<file path="src/rtl/sat_addsub_arbiter.sv">
// Round-robin arbiter sharing one 16-bit saturating add/sub datapath between NREQ requesters.
// Optional saturation event counter enabled by defining SATARB_SAT_CNT_EN.
module sat_addsub_arbiter #(
   parameter int unsigned NREQ = 4
) (
   input  logic                 clk,
   input  logic                 rst,
   input  logic [NREQ-1:0]      req_valid,
   output logic [NREQ-1:0]      req_ready,
   input  logic [16*NREQ-1:0]   req_a,
   input  logic [16*NREQ-1:0]   req_b,
   input  logic [NREQ-1:0]      req_sub,
   output logic                 rsp_valid,
   input  logic                 rsp_ready,
   output logic [1:0]           rsp_id,
   output logic [15:0]          rsp_sum,
   output logic                 rsp_pos_ovfl,
   output logic                 rsp_neg_ovfl,
   output logic                 rsp_zero
`ifdef SATARB_SAT_CNT_EN
   ,
   output logic [15:0]          sat_cnt
`endif
);

   localparam int unsigned DW  = 16;
   localparam int unsigned IDW = 2;

   logic [IDW-1:0] ptr;
   logic [IDW-1:0] gnt_idx;
   logic           found;
   logic [2:0]     cand;
   logic [3:0]     vld4;
   logic [3:0]     sub4;
   logic [3:0]     rdy4;
   logic           can_accept;
   logic           xfer;

   logic [DW-1:0]  op_a;
   logic [DW-1:0]  op_b;
   logic           op_sub;
   logic [DW-1:0]  b_eff;
   logic [DW-1:0]  raw_sum;
   logic           pos_ovfl;
   logic           neg_ovfl;
   logic [DW-1:0]  sat_sum;

   assign vld4       = 4'(req_valid);
   assign sub4       = 4'(req_sub);
   assign can_accept = ~rsp_valid | rsp_ready;

   // Rotating priority search starting at the RR pointer
   always_comb begin
      rdy4    = '0;
      gnt_idx = '0;
      found   = 1'b0;
      cand    = '0;
      if (!rst && can_accept) begin
         for (int k = 0; k < int'(NREQ); k++) begin
            cand = 3'(ptr) + 3'(k);
            if (cand >= 3'(NREQ))
               cand = cand - 3'(NREQ);
            if (!found && vld4[cand[1:0]]) begin
               found   = 1'b1;
               gnt_idx = cand[1:0];
            end
         end
      end
      if (found)
         rdy4[gnt_idx] = 1'b1;
   end

   assign req_ready = rdy4[NREQ-1:0];
   assign xfer      = found;

   // Shared datapath: overflow is judged on the effective (possibly inverted) B operand
   always_comb begin
      op_a     = req_a[DW*gnt_idx +: DW];
      op_b     = req_b[DW*gnt_idx +: DW];
      op_sub   = sub4[gnt_idx];
      b_eff    = op_sub ? ~op_b : op_b;
      raw_sum  = op_a + b_eff + DW'(op_sub);
      pos_ovfl = ~op_a[DW-1] & ~b_eff[DW-1] &  raw_sum[DW-1];
      neg_ovfl =  op_a[DW-1] &  b_eff[DW-1] & ~raw_sum[DW-1];
      if (pos_ovfl)
         sat_sum = 16'h7FFF;
      else if (neg_ovfl)
         sat_sum = 16'h8000;
      else
         sat_sum = raw_sum;
   end

   // Single-entry output buffer and RR pointer
   always_ff @(posedge clk) begin
      if (rst) begin
         ptr          <= '0;
         rsp_valid    <= 1'b0;
         rsp_id       <= '0;
         rsp_sum      <= '0;
         rsp_pos_ovfl <= 1'b0;
         rsp_neg_ovfl <= 1'b0;
         rsp_zero     <= 1'b0;
      end else if (xfer) begin
         ptr          <= (gnt_idx == IDW'(NREQ - 1)) ? '0 : gnt_idx + 2'd1;
         rsp_valid    <= 1'b1;
         rsp_id       <= gnt_idx;
         rsp_sum      <= sat_sum;
         rsp_pos_ovfl <= pos_ovfl;
         rsp_neg_ovfl <= neg_ovfl;
         rsp_zero     <= (sat_sum == '0);
      end else if (rsp_ready) begin
         rsp_valid    <= 1'b0;
      end
   end

`ifdef SATARB_SAT_CNT_EN
   // Sticky saturation event counter
   always_ff @(posedge clk) begin
      if (rst)
         sat_cnt <= '0;
      else if (xfer && (pos_ovfl || neg_ovfl) && (sat_cnt != 16'hFFFF))
         sat_cnt <= sat_cnt + 16'd1;
   end
`endif

endmodule

</file>
<file path="config.mk">
export PLATFORM = sky130hd
export DESIGN_NAME = sat_addsub_arbiter
export DESIGN_NICKNAME = d
export VERILOG_FILES = /design/src/rtl/sat_addsub_arbiter.sv
export SDC_FILE = /design/constraint.sdc
export NUM_CORES = 1
export LEC_CHECK = 0
export BUFFER_PORTS_ARGS = -buffer_cell sky130_fd_sc_hd__buf_2
export CAP_MARGIN = 40
export CORE_ASPECT_RATIO = 0.6
export CORE_MARGIN = 3
export CORE_UTILIZATION = 42
export CTS_CLUSTER_DIAMETER = 40
export CTS_CLUSTER_SIZE = 30
export DETAILED_ROUTE_END_ITERATION = 8
export PLACE_DENSITY = 0.89
export SYNTH_ARGS = -nofsm -noshare
export SYNTH_HDL_FRONTEND = slang
export SYNTH_SLANG_ARGS = --single-unit
</file>
<file path="constraint.sdc">
create_clock -name clk -period 7.6 [get_ports clk]
set_input_delay 1.52 -clock clk [delete_from_list [all_inputs] [get_ports clk]]
set_output_delay 1.52 -clock clk [all_outputs]
set_load 0.005 [all_outputs]
</file>
---- Word-level counts from Yosys, hierarchy flattened ----
Cells that the tools add are included.
operators by class
  bitwise gates (word level) .............. 10
  mux-type cells .......................... 40
  shifts and indexed selects .............. 2
  add/sub/neg operators ................... 10
  order comparisons ....................... 10
  reductions and logical operators ........ 11
  equality and inequality tests ........... 1
operators by type and width
  operator               number
  $shiftx A64 B7 Y16     2
  $mux W16               3
  $mux W2                14
  $add A16 B1 Y16        1
  $add A16 B16 Y16       1
  $logic_not A16 Y1      1
  $mux W1                16
  $not A16 Y16           1
  $lt A2 B3 Y1 const B   5
  $bmux W1 S2            5
  $ge A3 B3 Y1 const B   3
  $sub A2 B1 Y2 const B  4
  $add A2 B2 Y3 const B  2
  $logic_and A1 B1 Y1    5
  $and A1 B1 Y1          4
  $logic_not A1 Y1       4
  $mux W4                1
  $not A1 Y1             4
  $add A2 B1 Y3 const B  1
  $ge A2 B3 Y1 const B   1
  $add A2 B1 Y2 const B  1
  $demux W1 S2           1
  $eq A2 B2 Y1 const B   1
  $ge A2 B1 Y1 const B   1
  other kinds (2)        2
storage, ports and cells
  bits in registers ....................... 24
  logic and storage cells ................. 91
  input port bits ......................... 139

---- Logic depth before layout (Yosys ltp) ----
Gate-level depths: netlist (run 1).
  depth in word-level cells ............... 30
  depth in mapped cells ................... 30
  depth with buffers taken out ............ 27

---- Worst setup path before layout (run 1) ----
No wires, ideal clock.
  kind .................................... input-to-reg
  from .................................... in rst
  to ...................................... reg rsp_zero
  path buffers ............................ 5
  arrival time ............................ 7.106 ns
  cell stages on the path ................. 30
  setup time .............................. 0.059 ns
  path slack .............................. 0.434 ns
  cell sequence ........................... buf_2 inv_2 and2_1 o2111ai_4 clkbuf_1 inv_2 clkbuf_1 clkbuf_1 clkbuf_1 nand2_1 a31oi_1 ha_1 a21oi_1 o21ai_0 a21oi_1 o21a_1 o31ai_4 o21bai_2 o21ai_1 a21o_1 a21o_1 fa_1 and2_1 nor2_1 a21boi_0 o2111ai_1 a21oi_1 nand4_1 nor3b_1 a41o_1
between the ends
  word-level cells in the longest chain between the ends .. 13
  elaborated cells on any way between the ends .. 22
  those cells by class .................... 2 x add/sub; 2 x shift; 7 x mux; 8 x bitwise; 3 x reduce/logical
RTL lines
  what                                                      RTL line  text
  start: declaration                                        7         input logic rst,
  $logic_not A1 Y1 (*)                                      58        if (!rst && can_accept) begin
  $logic_and A1 B1 Y1 (*)                                   58
  $mux W2 (*)                                               58
  net gnt_idx[0]                                            30        logic [IDW-1:0] gnt_idx;
  $shiftx A64 B7 Y16 / $bmux W1 S2 (equally long branches)  79, 80
  $not A16 Y16 / $mux W1 (equally long branches)            81, 80
  $mux W16                                                  81        b_eff = op_sub ? ~op_b : op_b;
  $add A16 B16 Y16                                          82        raw_sum = op_a + b_eff + DW'(op_sub);
  $add A16 B1 Y16                                           82
  $not A1 Y1                                                84        neg_ovfl = op_a[DW-1] & b_eff[DW-1] & ~raw_sum[DW-1];
  $and A1 B1 Y1                                             84
  $mux W16                                                  87        else if (neg_ovfl)
  $mux W16 (*)                                              85        if (pos_ovfl)
  $logic_not A16 Y1 (*)                                     110       rsp_zero <= (sat_sum == '0);
  end signal: assignment                                    110
  end: declaration                                          19        output logic rsp_zero
The timed path passes the listed nets; every way through them passes the cells marked *. The select of a mux whose other input is x is not followed.
A chain may end at the register's enable or synchronous reset.

---- Worst setup path after layout (run 1) ----
  from .................................... in rst
  to ...................................... reg rsp_zero
between the ends
  word-level cells in the longest chain between the ends .. 13
  elaborated cells on any way between the ends .. 22
  those cells by class .................... 2 x add/sub; 2 x shift; 7 x mux; 8 x bitwise; 3 x reduce/logical
RTL lines
  what                                                      RTL line
  $logic_not A1 Y1                                          58
  $logic_and A1 B1 Y1                                       58
  $mux W2                                                   58
  $shiftx A64 B7 Y16 / $bmux W1 S2 (equally long branches)  79, 80
  $not A16 Y16 / $mux W1 (equally long branches)            81, 80
  $mux W16                                                  81
  $add A16 B16 Y16                                          82
  $add A16 B1 Y16                                           82
  $not A1 Y1                                                84
  $and A1 B1 Y1                                             84
  $mux W16                                                  87
  $mux W16                                                  85
  $logic_not A16 Y1                                         110
Parallel ways exist; a longest one is shown, timed or not. The select of a mux whose other input is x is not followed.

==> results.py, run 1 <==
metrics = {
    "outcome": {
        "status": "complete, no violations",
    },
    "finish": {
        "final_area_um2": 4025,
        "drive_gt1_share_pct": 31.41,
        "areaGrowthSynthToFinish_pct": 32.71,
        "postLayoutCoreUtil_pct": 58.77,
        "instances_no_fill": 695,
        "diodes": 0,
        "layout.nets": 770,
    },
    "sta": {
        "setup_viol": 0,
        "finalCritPeriodShare_pct": 92.37,
        "slew_headroom_pct": 48.40,
        "final-hold-violation-count": 0,
        "final_max_slew_viol_count": 0,
        "fin_crit_ns": 7.020,
        "worst_pin_slew_ns": 0.7725,
        "finClkSkew_ns": 0.003068,
        "max_freq_ghz": 0.1425,
        "rsz0062_at_grt": "false",
        "tns_ns": 0,
    },
    "floorplanning": {
        "dieArea_um2": 8311,
        "die_h_um": 71.83,
        "num_rows": 23,
        "coreArea_um2": 6849,
        "start_util_pct": 44.28,
        "io_pins": 165,
        "die_w_um": 115.7,
    },
    "yosys": {
        "yosys_warnings": 0,
        "yosysTopAreaCellShare_pct": 17.70,
        "synth_fp_nets": 619,
        "synthTopCellsByArea": "nand2_1, dfxtp_1, ha_1",
        "yosysMostFrequentCell": "nand2_1",
        "synth-edff-count": 0,
        "yosysUniqueCellTypes": 49,
        "seq_area_frac_synth_pct": 15.84,
        "ys_async_sr_fraction_pct": 0,
        "synthFlopType": "dfxtp_1",
        "synth_largest_area_cell": "nand2_1",
        "syn_inst": 458,
        "avgSynthCellArea_um2": 6.622,
        "synth_area_um2": 3033,
        "ys_ff_latch": 24,
        "synth_common_cells": "nand2_1, a21oi_1, a31oi_1, and3_1",
    },
    "setup_path": {
        "cpMostUsedCell": "a21oi_1",
        "rrSetupSlack_ns": 1.57,
        "crit_required_ns": 7.80,
        "critical-path-slowest-cell": "fa_1",
        "max_stage_delay_ns": 0.50,
        "path_max_fanout": 40,
        "endpoint_kind": "flop",
        "r2r_cells": 27,
        "r2r-start": "ptr[0]$_SDFFE_PP0P_",
        "start_kind": "input pin",
        "rr_endpoint": "rsp_zero$_SDFFE_PP0P_",
        "crit_arrival_ns": 7.22,
        "worst-setup-path-type": "in -> reg",
    },
    "pwr": {
        "power.density_nw_per_um2": 223.0,
        "vdd_drop_max_uv": 119.2,
        "p_leak_nw": 2.131,
    },
    "clock_network": {
        "clockBufferDepth": 2,
        "clkTransAtPathRegs_ns": 0.06,
        "cts.sinks": 24,
        "tritoncts": "done",
        "htreeDepth": 1,
        "postCtsSetupRepairBufs": 0,
        "worstSkewPairLatency_ns": 0.26,
        "numCtsBuffers": 3,
        "root_buffer": "clkbuf_16",
    },
    "route": {
        "drt_wl_total_mm": 10.13,
        "drtAntennaViolNets": 0,
        "wl_per_cell_um": 14.58,
        "viasPerCell": 5.450,
        "drt_iter0_drc": 222,
        "dr_total_vias": 3788,
        "remaining_drc_errors": 0,
        "first_pass_iters": 5,
    },
    "worst_hold_path": {
        "min_to": "rsp_id[0]$_SDFFE_PP0P_",
        "hold_path_startpoint": "rsp_id[0]$_SDFFE_PP0P_",
        "hold_path_class": "reg -> reg",
        "hold_path_depth": 2,
    },
    "place": {
        "placed_area_um2": 3930,
        "port_buffers": 164,
        "dp.cells": 691,
        "hpwl_mm": 8.397,
        "gp_congestion": 0.8766,
    },
    "flow_run": {
        "maxCapViolations": 0,
    },
    "global_routing": {
        "grt_max_degree": 41,
        "grt_pass1_vias": 3623,
        "gr-total-overflow": 0,
        "grt_pass1_wl_mm": 15.93,
        "grt.total_usage_pct": 23.09,
        "antenna_found_initial": 0,
    },
}
[sequential cells by signal (all words and copies together) (netlist names)]
signal and flops:
ptr 2, rsp_id 2, rsp_neg_ovfl 1, rsp_pos_ovfl 1, rsp_sum 16, rsp_valid 1, rsp_zero 1
[per-layer routing]
metal	wire length (µm)	vias to the layer above	track usage [%]	share of wire [%]
met5	0	-	0	0
met4	130	0	4.376	1.3
met3	1081	20	7.089	11
met2	4551	184	39.29	45
met1	4370	1707	29.23	43
li1	-	1877	-	-
[critical path, delay by kind of cell]
| family | cells | cell delay, ns |
|---|---|---|
| XOR/XNOR | 1 | 0.17 |
| AND/OR/NAND/NOR | 7 | 1.17 |
| buffers and inverters | 4 | 0.97 |
| AO/OA/AOI/OAI | 15 | 2.54 |
| adder cells (fa/ha/maj) | 2 | 0.80 |
[power by group]
group	switching (mW)	internal [mW]	leakage, nW
registers	0.0189	0.159	0.200
clock network	0.0432	0.0804	0.0442
logic	0.336	0.259	1.89
[placed cells by master (no fill, tap or decap), types with 2 or more instances in the layout]
master / instances
a211oi_1: 2
a21o_1: 4
a21oi_1: 35
a31oi_1: 31
and2_1: 8
and3_1: 29
buf_2: 164
buf_4: 10
clkbuf_16: 3
dfxtp_1: 24
fa_1: 2
ha_1: 20
inv_1: 9
mux2i_1: 12
mux2i_2: 2
nand2_1: 143
nand2b_1: 8
nand3_1: 3
nand4_1: 3
nor2_1: 16
nor2b_1: 5
nor3b_1: 2
o21a_1: 3
o21ai_0: 7
o21ai_1: 8
o22ai_1: 2
xnor2_1: 10
xor2_1: 18
[stage by stage]
| step | worst slack [ns] | total power [mW] | hold slack (ns) |
|---|---|---|---|
| after CTS | 0.6212 | 0.8899 | 0.4421 |
| final | 0.5802 | 0.8976 | 0.4407 |
| after global placement | 0.6279 | 0.7449 | 0.4338 |
| after detailed placement | 0.3939 | 0.7627 | 0.4339 |
| after floorplan | 0.4342 | 0.5881 | 0.4388 |
| after global routing | 0.02445 | 0.9718 | 0.4741 |
[what timing repair did]
action                                  CTS  global route
gates resized for setup                   0             4
hold buffers                              0             0
endpoints found under the setup margin    0             1
[cell type report]
class	count	area (µm²)
tap	87	108.9
clock buffer	4	88.84
inverter	12	48.80
multi-input combinational	394	2402
fill	633	2824
timing repair buffer	174	895.9
sequential	24	480.5
[how the worst max path moves through the flow]
stage	slack, ns	cells after the start	end	startpoint
floorplan	0.43	30	rsp_zero$_SDFFE_PP0P_	rst
global placement	0.63	28	rsp_zero$_SDFFE_PP0P_	rst
detailed placement	0.39	28	rsp_zero$_SDFFE_PP0P_	req_valid[0]
CTS	0.62	28	rsp_zero$_SDFFE_PP0P_	req_valid[0]
global route	0.02	29	rsp_zero$_SDFFE_PP0P_	rst
finish	0.58	29	rsp_zero$_SDFFE_PP0P_	rst
[kinds of logic after synthesis]
group,synth area share (%)
flops,15.84
compound gates,22.65
fa+ha+maj,9.571
buf+inv,5.033
mux,5.982
simple gates,32.84
xor+xnor,8.086
Note: power is estimated with default switching activity, not from simulation.
==> run 2: changes to the inputs <==
==> constraint.sdc (replaced) <==
create_clock -name clk -period 6.25 [get_ports clk]
set_input_delay 1.25 -clock clk [delete_from_list [all_inputs] [get_ports clk]]
set_output_delay 1.25 -clock clk [all_outputs]
set_load 0.005 [all_outputs]
==> results.py, run 2 (synthesis gave the netlist of run 1 again) <==
metrics = {
    "outcome": {
        "status": "complete, no violations",
    },
    "setup_path": {
        "path_max_fanout": 6,
        "start_kind": "input pin",
        "crit_required_ns": 6.45,
        "critical-path-slowest-cell": "fa_2",
        "worst-setup-path-type": "in -> reg",
        "endpoint_kind": "flop",
        "max_stage_delay_ns": 0.50,
        "crit_arrival_ns": 6.30,
    },
    "place": {
        "placed_area_um2": 4150,
        "hpwl_mm": 8.614,
        "port_buffers": 164,
        "gp_congestion": 0.8805,
    },
    "pwr": {
        "switching_share_pct": 42.26,
        "vdd_drop_max_uv": 158.2,
        "intPower_uw": 757.8,
        "power_frac_comb_pct": 69.4,
        "power_mw": 1.313,
        "p_leak_nw": 2.398,
        "p_switching_uw": 554.7,
        "power_frac_seq_pct": 16.7,
        "pwr-share-clk_pct": 13.9,
        "power.density_nw_per_um2": 280.6,
    },
    "global_routing": {
        "grt_max_degree": 34,
        "grt_pass1_wl_mm": 16.68,
        "gr-total-overflow": 0,
        "antenna_found_initial": 0,
        "grt_pass1_vias": 3621,
        "grt.total_usage_pct": 24.29,
    },
    "clock_network": {
        "cts.sinks": 24,
        "root_buffer": "clkbuf_16",
        "tritoncts": "done",
        "worstSkewPairLatency_ns": 0.26,
        "htreeDepth": 1,
        "clockBufferDepth": 2,
        "clkTransAtPathRegs_ns": 0.06,
        "numCtsBuffers": 3,
    },
    "sta": {
        "final-hold-violation-count": 0,
        "setup_viol": 0,
        "fin_crit_ns": 6.093,
        "final_max_slew_viol_count": 0,
        "finalCritPeriodShare_pct": 97.48,
        "max_freq_ghz": 0.1641,
        "slew_headroom_pct": 66.27,
        "hold_slack_ns": 0.4537,
        "worst_pin_slew_ns": 0.5059,
        "finClkSkew_ns": 0.002679,
    },
    "floorplanning": {
        "dieArea_um2": 8311,
        "num_rows": 23,
        "coreArea_um2": 6849,
        "start_util_pct": 44.28,
        "io_pins": 165,
        "die_w_um": 115.7,
        "die_h_um": 71.83,
    },
    "route": {
        "wl_per_cell_um": 15.11,
        "drtAntennaViolNets": 0,
        "first_pass_iters": 5,
        "remaining_drc_errors": 0,
        "dr_total_vias": 4013,
        "drt_wl_total_mm": 11.07,
        "drt_iter0_drc": 273,
        "viasPerCell": 5.475,
    },
    "finish": {
        "top_regs": "rsp_sum (16), ptr (2), rsp_id (2)",
        "final_cell_mix": "buf_2, nand2_1, buf_4, and3_1, a21oi_1",
        "layout.nets": 808,
        "areaGrowthSynthToFinish_pct": 54.25,
        "final_common_cell": "buf_2",
        "largest_reg_flops": 16,
        "drive_gt1_share_pct": 40.40,
        "postLayoutCoreUtil_pct": 68.30,
        "diodes": 0,
        "final_area_um2": 4678,
        "regMostFlops": "rsp_sum",
    },
    "flow_run": {
        "maxCapViolations": 0,
    },
    "worst_hold_path": {
        "hold_path_class": "reg -> reg",
    },
}
run 2: worst paths after layout:
| kind | from | to | slack (ns) | cells after the start |
|---|---|---|---|---|
| setup / recovery | req_valid[0] | rsp_zero$_SDFFE_PP0P_ | 0.16 | 29 |
| hold / removal | rsp_id[0]$_SDFFE_PP0P_ | rsp_id[0]$_SDFFE_PP0P_ | 0.45 | 2 |
| setup reg to reg | ptr[0]$_SDFFE_PP0P_ | rsp_zero$_SDFFE_PP0P_ | 0.72 | 28 |
| hold reg to reg | rsp_id[0]$_SDFFE_PP0P_ | rsp_id[0]$_SDFFE_PP0P_ | 0.45 | 2 |
run 2: metal layers:
metal	part of all wire (%)	track usage, %
met5	0	0
met4	0.50	1.802
met3	8.8	3.797
met2	45	40.26
met1	45	34.97
run 2: stage by stage:
stage	setup TNS (ns)	worst slack (ns)	std cells
6_report	0	0.1572	733
5_1_grt	-0.06062	-0.06062	733
4_1_cts	0	0.03894	714
3_5_place_dp	-0.3100	-0.3100	710
3_3_place_gp	0	0.05068	710
2_1_floorplan	0	0.01817	458
run 2: worst max-delay path: cells and delay by family:
| family | cells | cell delay, ns |
|---|---|---|
| multiplexers | 1 | 0.30 |
| buffers and inverters | 4 | 0.57 |
| adder cells (fa/ha/maj) | 2 | 0.75 |
| AND/OR/NAND/NOR | 7 | 1.08 |
| XOR/XNOR | 1 | 0.13 |
| AO/OA/AOI/OAI | 14 | 2.18 |
run 2: power groups by stage:
stage | logic (mW) | clock network (mW) | registers, mW
3_5_place_dp | 0.771 | 0 | 0.222
2_1_floorplan | 0.512 | 0 | 0.219
5_1_grt | 0.999 | 0.190 | 0.224
3_3_place_gp | 0.753 | 0 | 0.222
6_report | 0.911 | 0.182 | 0.220
4_1_cts | 0.781 | 0.184 | 0.219
run 2: layout make-up:
| type | count | area (µm²) |
|---|---|---|
| clock inverter | 1 | 30.03 |
| timing repair inverter | 1 | 7.507 |
| sequential | 24 | 480.5 |
| clock buffer | 3 | 75.07 |
| timing repair buffer | 211 | 1324 |
| tap | 87 | 108.9 |
| fill | 558 | 2171 |
| inverter | 12 | 50.05 |
| multi-input combinational | 394 | 2603 |
run 2: timing repair:
action                     CTS  global route
buffers inserted             0            17
setup endpoints to repair    1             1
hold buffers                 0             0
gates resized for setup      7            41
pin swaps                    3            30
cloned                       0             2
